[src/rtl/scoreboard_pkg.sv]
// Shared types and defaults for the register scoreboard.
// Default widths used by the scoreboard and regfile ports.
package scoreboard_pkg;

    localparam int ADDR_W_DEF = 5;
    localparam int NREGS_DEF  = 1 << ADDR_W_DEF;

    typedef logic [ADDR_W_DEF-1:0] reg_addr_t;
    typedef logic [NREGS_DEF-1:0]  reg_mask_t;

endpackage

[src/rtl/decoder_onehot.sv]
// Gate-level binary to one-hot decoder with enable.
// Each output is the AND of matching address literals.
module decoder_onehot #(
    parameter int ADDR_W = 5
) (
    input  logic [ADDR_W-1:0]      in,
    input  logic                   en,
    output logic [(1<<ADDR_W)-1:0] out
);

    localparam int NOUT = 1 << ADDR_W;

    for (genvar i = 0; i < NOUT; i++) begin : g_out
        logic [ADDR_W-1:0] m;
        for (genvar b = 0; b < ADDR_W; b++) begin : g_bit
            if (((i >> b) & 1) == 1) begin : g_pos
                assign m[b] = in[b];
            end else begin : g_neg
                assign m[b] = ~in[b];
            end
        end
        assign out[i] = en & (&m);
    end

endmodule

[src/rtl/reg_scoreboard_decoded.sv]
// Register busy scoreboard with RAW/WAW issue stall
// and a registered one-hot regfile write-enable bus.
module reg_scoreboard_decoded
    import scoreboard_pkg::*;
#(
    parameter int ADDR_W    = ADDR_W_DEF,
    parameter int ZERO_REG  = 1,
    parameter int WB_BYPASS = 1
) (
    input  logic                     clock,
    input  logic                     reset_n,
    input  logic                     iss_valid,
    output logic                     iss_ready,
    input  logic [ADDR_W-1:0]        iss_rd,
    input  logic                     iss_rd_en,
    input  logic [ADDR_W-1:0]        iss_rs1,
    input  logic                     iss_rs1_en,
    input  logic [ADDR_W-1:0]        iss_rs2,
    input  logic                     iss_rs2_en,
    input  logic                     wb_valid,
    input  logic [ADDR_W-1:0]        wb_rd,
    output logic [(1<<ADDR_W)-1:0]   wr_onehot,
    output logic [(1<<ADDR_W)-1:0]   busy,
    output logic [ADDR_W:0]          busy_count
);

    localparam int   NREGS = 1 << ADDR_W;
    localparam logic BYP   = (WB_BYPASS != 0);
    localparam logic KEEP0 = (ZERO_REG == 0);

    // Register 0 is masked out everywhere when it is hardwired.
    localparam logic [NREGS-1:0] ZMASK = {{(NREGS-1){1'b1}}, KEEP0};

    logic [NREGS-1:0] rd_oh;
    logic [NREGS-1:0] rs1_oh;
    logic [NREGS-1:0] rs2_oh;
    logic [NREGS-1:0] wb_oh;
    logic [NREGS-1:0] eb;
    logic [NREGS-1:0] busy_q;
    logic [NREGS-1:0] busy_d;
    logic [NREGS-1:0] wr_q;
    logic [NREGS-1:0] wr_d;
    logic [ADDR_W:0]  cnt_q;
    logic [ADDR_W:0]  cnt_d;
    logic             h1;
    logic             h2;
    logic             hw;
    logic             accept;

    decoder_onehot #(.ADDR_W(ADDR_W)) u_dec_rd (
        .in (iss_rd),
        .en (iss_rd_en),
        .out(rd_oh)
    );

    decoder_onehot #(.ADDR_W(ADDR_W)) u_dec_rs1 (
        .in (iss_rs1),
        .en (iss_rs1_en),
        .out(rs1_oh)
    );

    decoder_onehot #(.ADDR_W(ADDR_W)) u_dec_rs2 (
        .in (iss_rs2),
        .en (iss_rs2_en),
        .out(rs2_oh)
    );

    decoder_onehot #(.ADDR_W(ADDR_W)) u_dec_wb (
        .in (wb_rd),
        .en (wb_valid),
        .out(wb_oh)
    );

    // A same-cycle writeback can hide a busy bit from the hazard check.
    assign eb = busy_q & ~(wb_oh & {NREGS{BYP}}) & ZMASK;

    assign h1 = |(rs1_oh & eb);
    assign h2 = |(rs2_oh & eb);
    assign hw = |(rd_oh & eb);

    assign iss_ready = ~(h1 | h2 | hw);
    assign accept    = iss_valid & iss_ready;

    // Writeback clears first, then an accepted issue sets.
    assign busy_d = ((busy_q & ~wb_oh) | (rd_oh & {NREGS{accept}})) & ZMASK;
    assign wr_d   = wb_oh & ZMASK;

    // Popcount of the next busy map, registered alongside it.
    always_comb begin
        cnt_d = '0;
        for (int i = 0; i < NREGS; i++) begin
            cnt_d = cnt_d + (ADDR_W+1)'(busy_d[i]);
        end
    end

    // Scoreboard state and write-enable pipeline register.
    always_ff @(posedge clock or negedge reset_n) begin
        if (!reset_n) begin
            busy_q <= '0;
            wr_q   <= '0;
            cnt_q  <= '0;
        end else begin
            busy_q <= busy_d;
            wr_q   <= wr_d;
            cnt_q  <= cnt_d;
        end
    end

    assign busy       = busy_q;
    assign wr_onehot  = wr_q;
    assign busy_count = cnt_q;

endmodule

[config.mk]
export PLATFORM = sky130hd
export DESIGN_NAME = reg_scoreboard_decoded
export DESIGN_NICKNAME = d
export VERILOG_FILES = /design/src/rtl/scoreboard_pkg.sv /design/src/rtl/decoder_onehot.sv /design/src/rtl/reg_scoreboard_decoded.sv
export SDC_FILE = /design/constraint.sdc
export NUM_CORES = 1
export LEC_CHECK = 0
export ABC_AREA = 0
export CORE_MARGIN = 8
export CORE_UTILIZATION = 30
export CTS_CLUSTER_SIZE = 30
export DETAILED_ROUTE_END_ITERATION = 16
export PLACE_DENSITY = 0.58
export SLEW_MARGIN = 20
export SYNTH_ARGS = -nofsm -noshare
export SYNTH_HDL_FRONTEND = slang
export SYNTH_SLANG_ARGS = --single-unit
[constraint.sdc]
create_clock -name clock -period 9.97 [get_ports clock]
set_input_delay 0.997 -clock clock [delete_from_list [all_inputs] [get_ports clock]]
set_output_delay 0.997 -clock clock [all_outputs]
set_load 0.05 [all_outputs]
==> metrics.txt <==
run status=finished clean; wire length per cell=about 23 um; Final WS setup=about 650 ps; cell with the most instances after synthesis=dfrtp_1; hold_sp=busy[7]$_DFF_PN0_; synth warn=0; grt total ovfl=0; antenna-violating nets left=0; Port Buf Inserts=95; worst min-delay path class=flop to flop; Relative slew margins=approximately 28%; clk root buf=clkbuf_16; total of max-cap violations=0; ant diodes=0; post-cts resize count=0; pwr/cell area=around 280 nW/um^2; CTS tree=built; Core Area=15660 um^2; first-pass GRT wire length=30090 um; crit path kind=primary input to flop; GR Util All Layers=19.92%; critical path endpoint category=flop; Leak=~2.6 nW; RSZ-0062 raised after global routing=false; Fin. Hold Viols=0; I/O pin cnt=98; Tcrit/Tclk final=roughly 94%; area delta synth->final=34.26%; DR DRC count=0; die span in x=around 140 um; Clock Path Buffers=2; hpwl dp=15360 um; largest net degree at the start of global routing=slightly below 70; fraction of layout cells with a size suffix above 1=roughly 14%; Die Ht=between 100 and 150 um; synth top area cells=dfrtp_1 36%, fa_1 9.7%, nand2_1 4.8%, o31ai_2 4.7%, nor2_1 3.8%; cell area after layout=~6400 um^2; Hold-fix buffers, CTS=0; Max Slew Vio Count=0; Starting Density=30.35%; critical-path maximum fanout=32; max frequency=approximately 110 MHz; sequential-to-total area share from yosys stat=~36%; post-synth top area cell=dfrtp_1; Yosys reg bits=just under 70; Reg clk slew, reported paths=about 60 ps; top cell type's share of synthesized area=a little over a third; Synth Flop Type=dfrtp_1; Worst EP arrival=~9600 ps; fin crit period=slightly above 9000 ps; crit path from=wb_valid; Via density=around 5.6; Nets=just under 700; Detailed Route WL=just under 20000 um; dpl ws=roughly 370 ps; worst slew pin tran=between 1000 and 1500 ps; drt pass-1 iters=5; antenna violations before repair=0; synthesized area per cell=just over 9 um^2; vias post-DR=4702; detailed router's first-iteration violation count=around 420; Die ar.=between 20000 and 25000 um^2; area post-placement=around 6100 um^2; Sinks on Clock Net=68; final hold slack=roughly 670 ps; CTS Buf Count=9; Post-Synthesis Cells=approximately 520; Post-CTS Repair Setup Buffers=0; Netlist cell types=56; fin util=roughly two fifths; FF-to-FF Start=busy[13]$_DFF_PN0_; Netlist Area Pre-Place=about 4800 um^2; Final GP Congestion=0.9922; Synth top cells by count=68 x dfrtp_1, 61 x nand2_1, 48 x nor2_1, 32 x o21ai_0, 27 x inv_1; number of synthesized flops with an enable pin=0; site row count=between 40 and 50; startpoint types=primary input; Skew-Pair Late Insertion Delay=around 330 ps; Worst EP required=10230 ps; CTS H-tree lvls=3; setup TNS=0 ps; maximum clock skew at final layout=around 5.3 ps; Setup violations, final=0; worst vdd ir=0.0002350 V; share of flip-flops with an asynchronous set or reset=100.0%; vias in the first global route=slightly below 5000
-- logic make-up after synthesis --
kind of cell / synth area share, %
buffers and inverters: 6.558
flip-flops: 35.82
multiplexers: 0.2370
adder cells (fa/ha/maj): 11.54
AND/OR/NAND/NOR: 23.83
other: 0.07893
XOR/XNOR: 0.7376
AO/OA/AOI/OAI: 21.20
-- report_power, final --
part	switching, mW	internal, mW
Sequential	0.0269	0.329
Combinational	0.663	0.469
Clock	0.127	0.169
Total	0.817	0.966
-- final timing paths --
kind | end | slack, ps | depth (start not counted)
max | busy_count[4]$_DFF_PN0_ | 650 | 22
min | busy[7]$_DFF_PN0_ | 670 | 3
max reg2reg | busy_count[4]$_DFF_PN0_ | 2400 | 21
min reg2reg | busy[7]$_DFF_PN0_ | 670 | 3
max in group asynchronous | busy[3]$_DFF_PN0_ | 8530 | 2
min in group asynchronous | wr_onehot[3]$_DFF_PN0_ | 860 | 2
-- routing by layer --
layer | up-vias | global-route usage, % | routed length [um]
li1 | 2083 | - | -
met1 | 2296 | 26.13 | 8542
met2 | 277 | 30.17 | 8550
met3 | 46 | 4.772 | 1581
met4 | 0 | 9.666 | 959
met5 | - | 0 | 0
-- layout make-up --
| class | instances | area [um^2] |
|---|---|---|
| well taps | 216 | 270.3 |
| fillers | 1586 | 9276 |
| flip-flops and latches | 68 | 1702 |
| multi-input cells | 380 | 2763 |
| repair buffers | 136 | 1266 |
| clock inverters | 7 | 51.30 |
| clock buffers | 9 | 225.2 |
| inverters | 27 | 101.3 |
-- critical path, stage by stage --
cell and delay [ps]:
clkdlybuf4s50_1 630, nand4_1 530, o21ai_1 630, nor3_1 90, or4_1 400, or4_1 540
or3_2 790, o31ai_1 470, buf_4 190, fa_1 420, fa_1 580, fa_1 430
fa_1 460, fa_1 490, inv_1 50, fa_1 470, inv_1 50, fa_1 410
fa_1 450, a21o_1 180, a21oi_1 160, xnor2_1 130
-- metrics by stage --
stage | cells | power [mW]
6_report | 843 | 1.784
3_3_place_gp | 827 | 1.494
3_5_place_dp | 827 | 1.508
5_1_grt | 843 | 1.955
2_1_floorplan | 517 | 1.157
4_1_cts | 843 | 1.806
-- cells in the final DEF, fill, tap and decap left out, types with 6 or more instances in the layout --
master           netlist  layout
nand3_1               13      13
clkbuf_16              0       9
o31ai_1               13      13
fa_1                  23      23
nor4_1                 6       6
nand2_1               61      61
o22ai_1               10      10
nor2b_1               13      13
clkdlybuf4s50_1        0      94
nor2_1                48      48
nor3_1                12      12
dfrtp_1               68      68
o31a_1                14      14
nand4_1                8       8
o21ai_0               32      32
buf_4                  4      40
o31ai_2               18      18
ha_1                   7       7
o32ai_1                8       8
inv_1                 27      27
-- flip-flops by register name (all words and copies together) (netlist names) --
signal,count
busy,31
busy_count,6
wr_onehot,31
(Power assumes the default switching activity.)
